--- src/rtl/math_rp_arbiter.sv ---
// Round-robin arbiter sharing one math_rp reconfigurable-partition operator among NUM_REQ requesters.
// Optional statistics counters (op_count, stall_count) are built only when MATH_ARB_STATS_EN is defined.
module math_rp_arbiter #(
  parameter int NUM_REQ  = 4,
  parameter int MATH_LAT = 1
) (
  input  logic                 clk,
  input  logic                 reset,
  input  logic [NUM_REQ-1:0]   req_valid,
  output logic [NUM_REQ-1:0]   req_ready,
  input  logic [4*NUM_REQ-1:0] req_in1,
  input  logic [4*NUM_REQ-1:0] req_in2,
  output logic [NUM_REQ-1:0]   rsp_valid,
  input  logic [NUM_REQ-1:0]   rsp_ready,
  output logic [7:0]           rsp_data,
  output logic [3:0]           math_in1,
  output logic [3:0]           math_in2,
  input  logic [7:0]           math_out,
  output logic                 busy,
  output logic [2:0]           grant_id,
  output logic [15:0]          op_count,
  output logic [15:0]          stall_count
);

  typedef enum logic [1:0] {IDLE, EXEC, RESP} state_t;

  state_t     state_p0, state_nxt;
  logic [2:0] last_grant;
  logic [2:0] winner;
  logic       any_req;
  logic [3:0] sel_in1, sel_in2;
  logic [3:0] op1_p0, op2_p0;
  logic [2:0] wait_cnt;
  logic       gnt_rsp_ready;

  // First requester with req_valid set, searching upward from last+1 and wrapping.
  function automatic logic [2:0] rr_pick(input logic [NUM_REQ-1:0] vld, input logic [2:0] last);
    logic [2:0] pick;
    int         idx;
    pick = 3'd0;
    for (int k = NUM_REQ; k >= 1; k--) begin
      idx = (int'(last) + k) % NUM_REQ;
      if (vld[idx]) pick = 3'(idx);
    end
    return pick;
  endfunction

  function automatic logic [15:0] sat_inc16(input logic [15:0] v);
    return (v == 16'hFFFF) ? v : v + 16'd1;
  endfunction

  assign any_req = |req_valid;
  assign winner  = rr_pick(req_valid, last_grant);
  assign busy    = (state_p0 != IDLE);

  always_comb begin
    sel_in1       = 4'd0;
    sel_in2       = 4'd0;
    gnt_rsp_ready = 1'b0;
    for (int i = 0; i < NUM_REQ; i++) begin
      if (winner == 3'(i)) begin
        sel_in1 = req_in1[4*i +: 4];
        sel_in2 = req_in2[4*i +: 4];
      end
      if (grant_id == 3'(i)) gnt_rsp_ready = rsp_ready[i];
    end
  end

  always_comb begin
    state_nxt = state_p0;
    req_ready = '0;
    rsp_valid = '0;
    math_in1  = 4'd0;
    math_in2  = 4'd0;
    case (state_p0)
      IDLE: begin
        for (int i = 0; i < NUM_REQ; i++) req_ready[i] = any_req && (winner == 3'(i));
        if (any_req) state_nxt = EXEC;
      end
      EXEC: begin
        math_in1 = op1_p0;
        math_in2 = op2_p0;
        if (wait_cnt == 3'(MATH_LAT)) state_nxt = RESP;
      end
      RESP: begin
        for (int i = 0; i < NUM_REQ; i++) rsp_valid[i] = (grant_id == 3'(i));
        if (gnt_rsp_ready) state_nxt = IDLE;
      end
      default: state_nxt = IDLE;
    endcase
  end

  // Capture stage: operands at grant, RP result once its latency has elapsed.
  always_ff @(posedge clk or posedge reset) begin
    if (reset) begin
      state_p0   <= IDLE;
      last_grant <= 3'(NUM_REQ - 1);
      grant_id   <= 3'd0;
      wait_cnt   <= 3'd0;
      op1_p0     <= 4'd0;
      op2_p0     <= 4'd0;
      rsp_data   <= 8'd0;
    end else begin
      state_p0 <= state_nxt;
      case (state_p0)
        IDLE: begin
          if (any_req) begin
            op1_p0     <= sel_in1;
            op2_p0     <= sel_in2;
            grant_id   <= winner;
            last_grant <= winner;
            wait_cnt   <= 3'd0;
          end
        end
        EXEC: begin
          wait_cnt <= wait_cnt + 3'd1;
          if (wait_cnt == 3'(MATH_LAT)) rsp_data <= math_out;
        end
        default: ;
      endcase
    end
  end

`ifdef MATH_ARB_STATS_EN
  always_ff @(posedge clk or posedge reset) begin
    if (reset) begin
      op_count    <= 16'd0;
      stall_count <= 16'd0;
    end else if (state_p0 == RESP) begin
      if (gnt_rsp_ready) op_count    <= op_count + 16'd1;
      else               stall_count <= sat_inc16(stall_count);
    end
  end
`else
  assign op_count    = 16'd0;
  assign stall_count = 16'd0;
`endif

endmodule

--- config.mk ---
export PLATFORM = sky130hd
export DESIGN_NAME = math_rp_arbiter
export DESIGN_NICKNAME = d
export VERILOG_FILES = /design/src/rtl/math_rp_arbiter.sv
export SDC_FILE = /design/constraint.sdc
export NUM_CORES = 1
export LEC_CHECK = 0
export ABC_AREA = 1
export BUFFER_PORTS_ARGS = -buffer_cell sky130_fd_sc_hd__buf_4
export CAP_MARGIN = 20
export CORE_MARGIN = 2
export CORE_UTILIZATION = 48
export DETAILED_ROUTE_END_ITERATION = 10
export GPL_ROUTABILITY_DRIVEN = 1
export PLACE_DENSITY_LB_ADDON = 0.05
export SLEW_MARGIN = 15
export SYNTH_ARGS = -nofsm -noshare
export SYNTH_HDL_FRONTEND = slang
export SYNTH_SLANG_ARGS = --single-unit
--- constraint.sdc ---
create_clock -name clk -period 5.35 [get_ports clk]
set_input_delay 0.8025 -clock clk [delete_from_list [all_inputs] [get_ports clk]]
set_output_delay 0.8025 -clock clk [all_outputs]
set_load 0.01 [all_outputs]
* Word-level counts from Yosys, hierarchy flattened
Index checks and enable logic that the tools add are counted.
** Cells by class
- Add/sub/neg operators :: 5
- $lt $le $gt $ge :: 4
- Equal/unequal tests :: 12
- Multiplexer cells :: 38
- Bitwise operators :: 4
- Reductions and logical operators :: 18
** Operator list (number)
- $mux 4 :: 12
- $lt 3x4->1 const B :: 4
- $mux 3 :: 5
- $eq 3x2->1 const B :: 4
- $mux 1 :: 12
- $eq 3x1->1 const B :: 3
- $bmux 1 s2 :: 4
- $reduce_or 2->1 :: 4
- $logic_not 3->1 :: 2
- $mux 2 :: 3
- $ne 2x2->1 const B :: 3
- $pmux 2 s3 :: 1
- $pmux 3 s2 :: 1
- $reduce_and 2->1 :: 3
- $add 2x1->2 const B :: 2
- $add 2x2->2 const B :: 2
- $and 1x1->1 const A :: 4
- $logic_and 1x1->1 :: 4
- $reduce_bool 2->1 :: 2
- $reduce_or 4->1 :: 1
- $add 3x1->3 const B :: 1
- $reduce_and 3->1 :: 1
- $eq 2x1->1 const B :: 1
- $eq 2x2->1 const B :: 1
- $logic_not 2->1 :: 1
** Storage, ports and cells
- Bits in registers :: 26

* Longest topological paths before layout
- Depth in word-level cells :: 15
- Mapped depth :: 16
- Mapped depth without buffers :: 15

* Worst setup path before layout
Ideal clock, no wire load.
- Path kind :: in2out
- From :: in req_valid[3]
- To :: out req_ready[0]
- Arrival time :: 1886 ps
- Data required time :: 4548 ps
- Slack :: 2661 ps
- Stages :: 12
- Cell sequence :: inv_1 nand2_1 nand3_1 nand2_1 inv_1 nand2_4 nand2_2 nand2_4 nand2_4 buf_6 buf_6 nor3_1
** Between the ends
- Longest elaborated chain between the ends :: 10
- Elaborated cells on any way between the ends :: 20
- Those cells by class :: mux (17); reduce/logical (3)
** Ends and longest elaborated chain
- start: declaration :: line 9 : input logic [NUM_REQ-1:0] req_valid,
- $bmux 1 s2 :: line 43 : if (vld[idx]) pick = 3'(idx);
- $mux 1 (implied by the code) (2 in a row) :: line 43
- $mux 3 (4 in a row) :: line 43
- $logic_not 3->1 :: line 77 : for (int i = 0; i < NUM_REQ; i++) req_ready[i] = any_req && (winner == 3'(i));
- $logic_and 1x1->1 * :: line 77
- $mux 4 * :: line 75 : case (state_p0)
- end: declaration :: line 10 : output logic [NUM_REQ-1:0] req_ready,
Every way passes the cells marked *; elsewhere a longest branch is shown, timed or not. The select of a mux whose other input is x is not followed.

* Worst setup path in the final report
- From :: reg last_grant[0]
- To :: out req_ready[1]
** Between the ends
- Longest elaborated chain between the ends :: 11
- Elaborated cells on any way between the ends :: 31
- Those cells by class :: add/sub (4); eq/ne (1); mux (17); bitwise (4); reduce/logical (5)
** Ends and longest elaborated chain
- start: declaration :: line 28 : logic [2:0] last_grant;
- start signal: assignment :: line 97 : last_grant <= 3'(NUM_REQ - 1);
- start signal: assignment :: line 111 : last_grant <= winner;
- $add 2x1->2 :: line 42 : idx = (int'(last) + k) % NUM_REQ;
- $bmux 1 s2 :: line 43
- $mux 1 (implied by the code) (2 in a row) :: line 43
- $mux 3 (3 in a row) :: line 43
- $mux 3 * :: line 43
- $eq 3x1->1 * :: line 77
- $logic_and 1x1->1 * :: line 77
- $mux 4 * :: line 75
Marked as above.

==> flow_summary.yaml <==
place:
  dp_hpwl_um: 3309
  pre_cts_slack_ps: 2361
  gp_congestion: 0.8873
  portBuffers: 76
power_and_ir_drop:
  power_density_nw_per_um2: 614.9
  power.leakage_nw: 1.340
  finalPower_w: 0.001493
  irDropWorstVdd_mv: 0.3431
logic_synthesis:
  syn_area_um2: 1916
  synth_cell_types: 29
  syn_avg_cell_area_um2: 7.483
  synth-seq-cells: 25
  synth_edf_count: 0
  synth_cells: 256
  ys_async_sr_fraction_pct: 100.0
  synth_seq_area_share_pct: 32.79
  synthFlopType: "dfrtp_1"
  yosysWarnings: 0
route:
  drt_wl_total_um: 4108
  vias_per_cell: 4.634
  ant_nets: 0
  drt_first_pass_iters: 4
  vias: 1747
  drt_iter0_drc: 29
  wire_per_inst_um: 10.90
  drc_errors: 0
grt:
  antenna_found_initial: 0
  grt_pass1_vias: 1533
  grt_max_degree: 26
  track_usage_pct: 18.53
  grt_pass1_wl_um: 6444
  gr-total-overflow: 0
critical_path:
  crit_arrival_ps: 2260
  crit_fanout: 12
  crit_start: "last_grant[0]"
  path_class: "reg -> out"
  end_kind: "output port"
  start_kind: "flip-flop"
  r2r_end: "op2_p0[0]"
  rr_startpoint: "last_grant[0]"
  reg2reg_slack_ps: 3140
  worstRegToRegCells: 13
  worstPathRequired_ps: 4550
  endpoint: "req_ready[1]"
cts:
  cts_resized: 0
  ctsHoldBuffers: 0
  ctsLongestPathBuffers: 2
  clk_latency_ps: 270
  htree_levels: 1
  cts_setup_buffers: 0
  cts_inserted_buffers: 3
  cts_tree: "done"
  cts.clk_slew.worst_paths_ps: 90
  clock-sinks: 25
  cts_root_buf: "clkbuf_8"
timing:
  slew_violations: 0
  finalSetupViolations: 0
  fin_crit_ps: 3062
  slew_headroom_pct: 41.34
  rsz0062_at_grt: "no"
  worst_slew_pin_slew_ps: 878.9
  fin_crit_sh_pct: 57.23
  setup_ws_ps: 2288
  final.setup.tns_ps: 0
  clock_skew_ps: 8.148
  max_freq_mhz: 326.6
  finalHoldViolations: 0
run:
  drv_cap: 0
die:
  num_rows: 22
  fp.coreArea_um2: 3744
  start_util_pct: 51.17
  io_pins: 110
  die-area_um2: 4512
  fp.dieW_um: 67.17
  die_y_um: 67.17
final_layout:
  multi_input_area_um2: 992.2
  diodes: 0
  drive_gt1_share_pct: 35.56
  layout.nets: 382
  nFillCells: 368
  syn_to_final_growth_pct: 26.71
  regArea_um2: 628.1
min_path:
  hold_path.class: "reg -> reg"
  min_path_cells: 1
outcome:
  status: "finished, final reports clean"
worst max-delay path: stages (launching register included):
cell and delay [ps]:
dfstp_2 620, inv_4 90, nand2_1 90, nand2_2 60, nand2_2 80, nand2_2 60
nor2_1 150, nand2_1 80, nand2_1 390, nand2_1 130, nor2_1 100, buf_4 130
cell families (layout without fill, tap and decap cells):
group,count (synthesis),count (layout),synth area share (%)
AO/OA/AOI/OAI,20,20,5.682
buffers and inverters,71,112,21.68
adder cells (fa/ha/maj),2,2,1.306
other,1,33,0.1958
flip-flops,25,25,32.79
multiplexers,8,8,4.703
AND/OR/NAND/NOR,129,129,33.64
routing by layer:
layer  vias to the layer above  track usage (%)  wire length [µm]
met1                       771            23.25              1777
met5                         -                0                 0
li1                        893                -                 -
met2                        73            32.30              1965
met3                        10            4.000               275
met4                         0            4.847                91
sequential cells by signal, summed over array words and instances, names as in the netlist:
register	cells
grant_id	2
last_grant	2
op1_p0	4
op2_p0	4
rsp_data	8
state_p0	2
wait_cnt	3
cells in the mapped netlist (2+ instances only):
| master | number | area share, % |
|---|---|---|
| clkbuf_1 | 2 | 0.39 |
| buf_2 | 2 | 0.52 |
| o21ai_1 | 5 | 1.3 |
| o21ai_0 | 9 | 2.4 |
| nor2_1 | 18 | 3.5 |
| mux2_2 | 8 | 4.7 |
| nand2_4 | 3 | 1.8 |
| inv_1 | 29 | 5.7 |
| nand2_1 | 59 | 12 |
| nand3_2 | 7 | 3.7 |
| nor3_1 | 5 | 1.3 |
| ha_1 | 2 | 1.3 |
| nor2_2 | 2 | 0.65 |
| a21oi_1 | 3 | 0.78 |
| buf_4 | 34 | 13 |
| buf_6 | 2 | 1.2 |
| nand4_1 | 10 | 3.3 |
| nand2_2 | 10 | 3.3 |
| dfrtp_1 | 23 | 30 |
| dfstp_2 | 2 | 2.7 |
| nand3_1 | 13 | 3.4 |
metrics by stage:
stage                     hold WS [ps]  utilization (%)  std cells  cell area [µm²]
after floorplan                  433.7                -        288             2036
after global placement           451.4            63.54        373             2379
after detailed placement         464.3            63.54        373             2379
after CTS                        474.0            64.84        377             2427
after global routing             507.8            64.84        377             2427
final                            470.7            64.84        377             2427
how the worst min path moves through the flow:
stage / from / endpoint
finish: wait_cnt[2] / wait_cnt[2]
global route: op1_p0[2] / op1_p0[2]
CTS: wait_cnt[2] / wait_cnt[2]
detailed placement: wait_cnt[2] / wait_cnt[2]
global placement: wait_cnt[2] / wait_cnt[2]
floorplan: wait_cnt[2] / wait_cnt[2]
placed cells by master (no fill, tap or decap), drive strengths merged:
master,n
inv,30
o21ai,14
nand2,72
nor4,1
o22ai,1
ha,2
dfstp,2
a31oi,1
nand4,10
nor2,20
buf,77
clkinv,1
clkinvlp,1
nand3,21
nor3,5
a21boi,1
clkbuf,3
conb,33
mux2,8
dfrtp,23
a21oi,3
where the power goes:
group,leakage (nW),internal [W],switching (W)
registers,0.301,0.000290,0.0000632
logic,1.02,0.000396,0.000632
clock network,0.0217,0.0000527,0.0000588
area by class of cell:
class / count / share of cell area, %
inverters: 31 / 4.948
well taps: 48 / 2.474
multi-input cells: 192 / 40.88
repair buffers: 77 / 23.81
clock inverters: 1 / 0.3093
flip-flops and latches: 25 / 25.88
clock buffers: 3 / 1.701
Note: power is estimated with default switching activity, not from simulation.
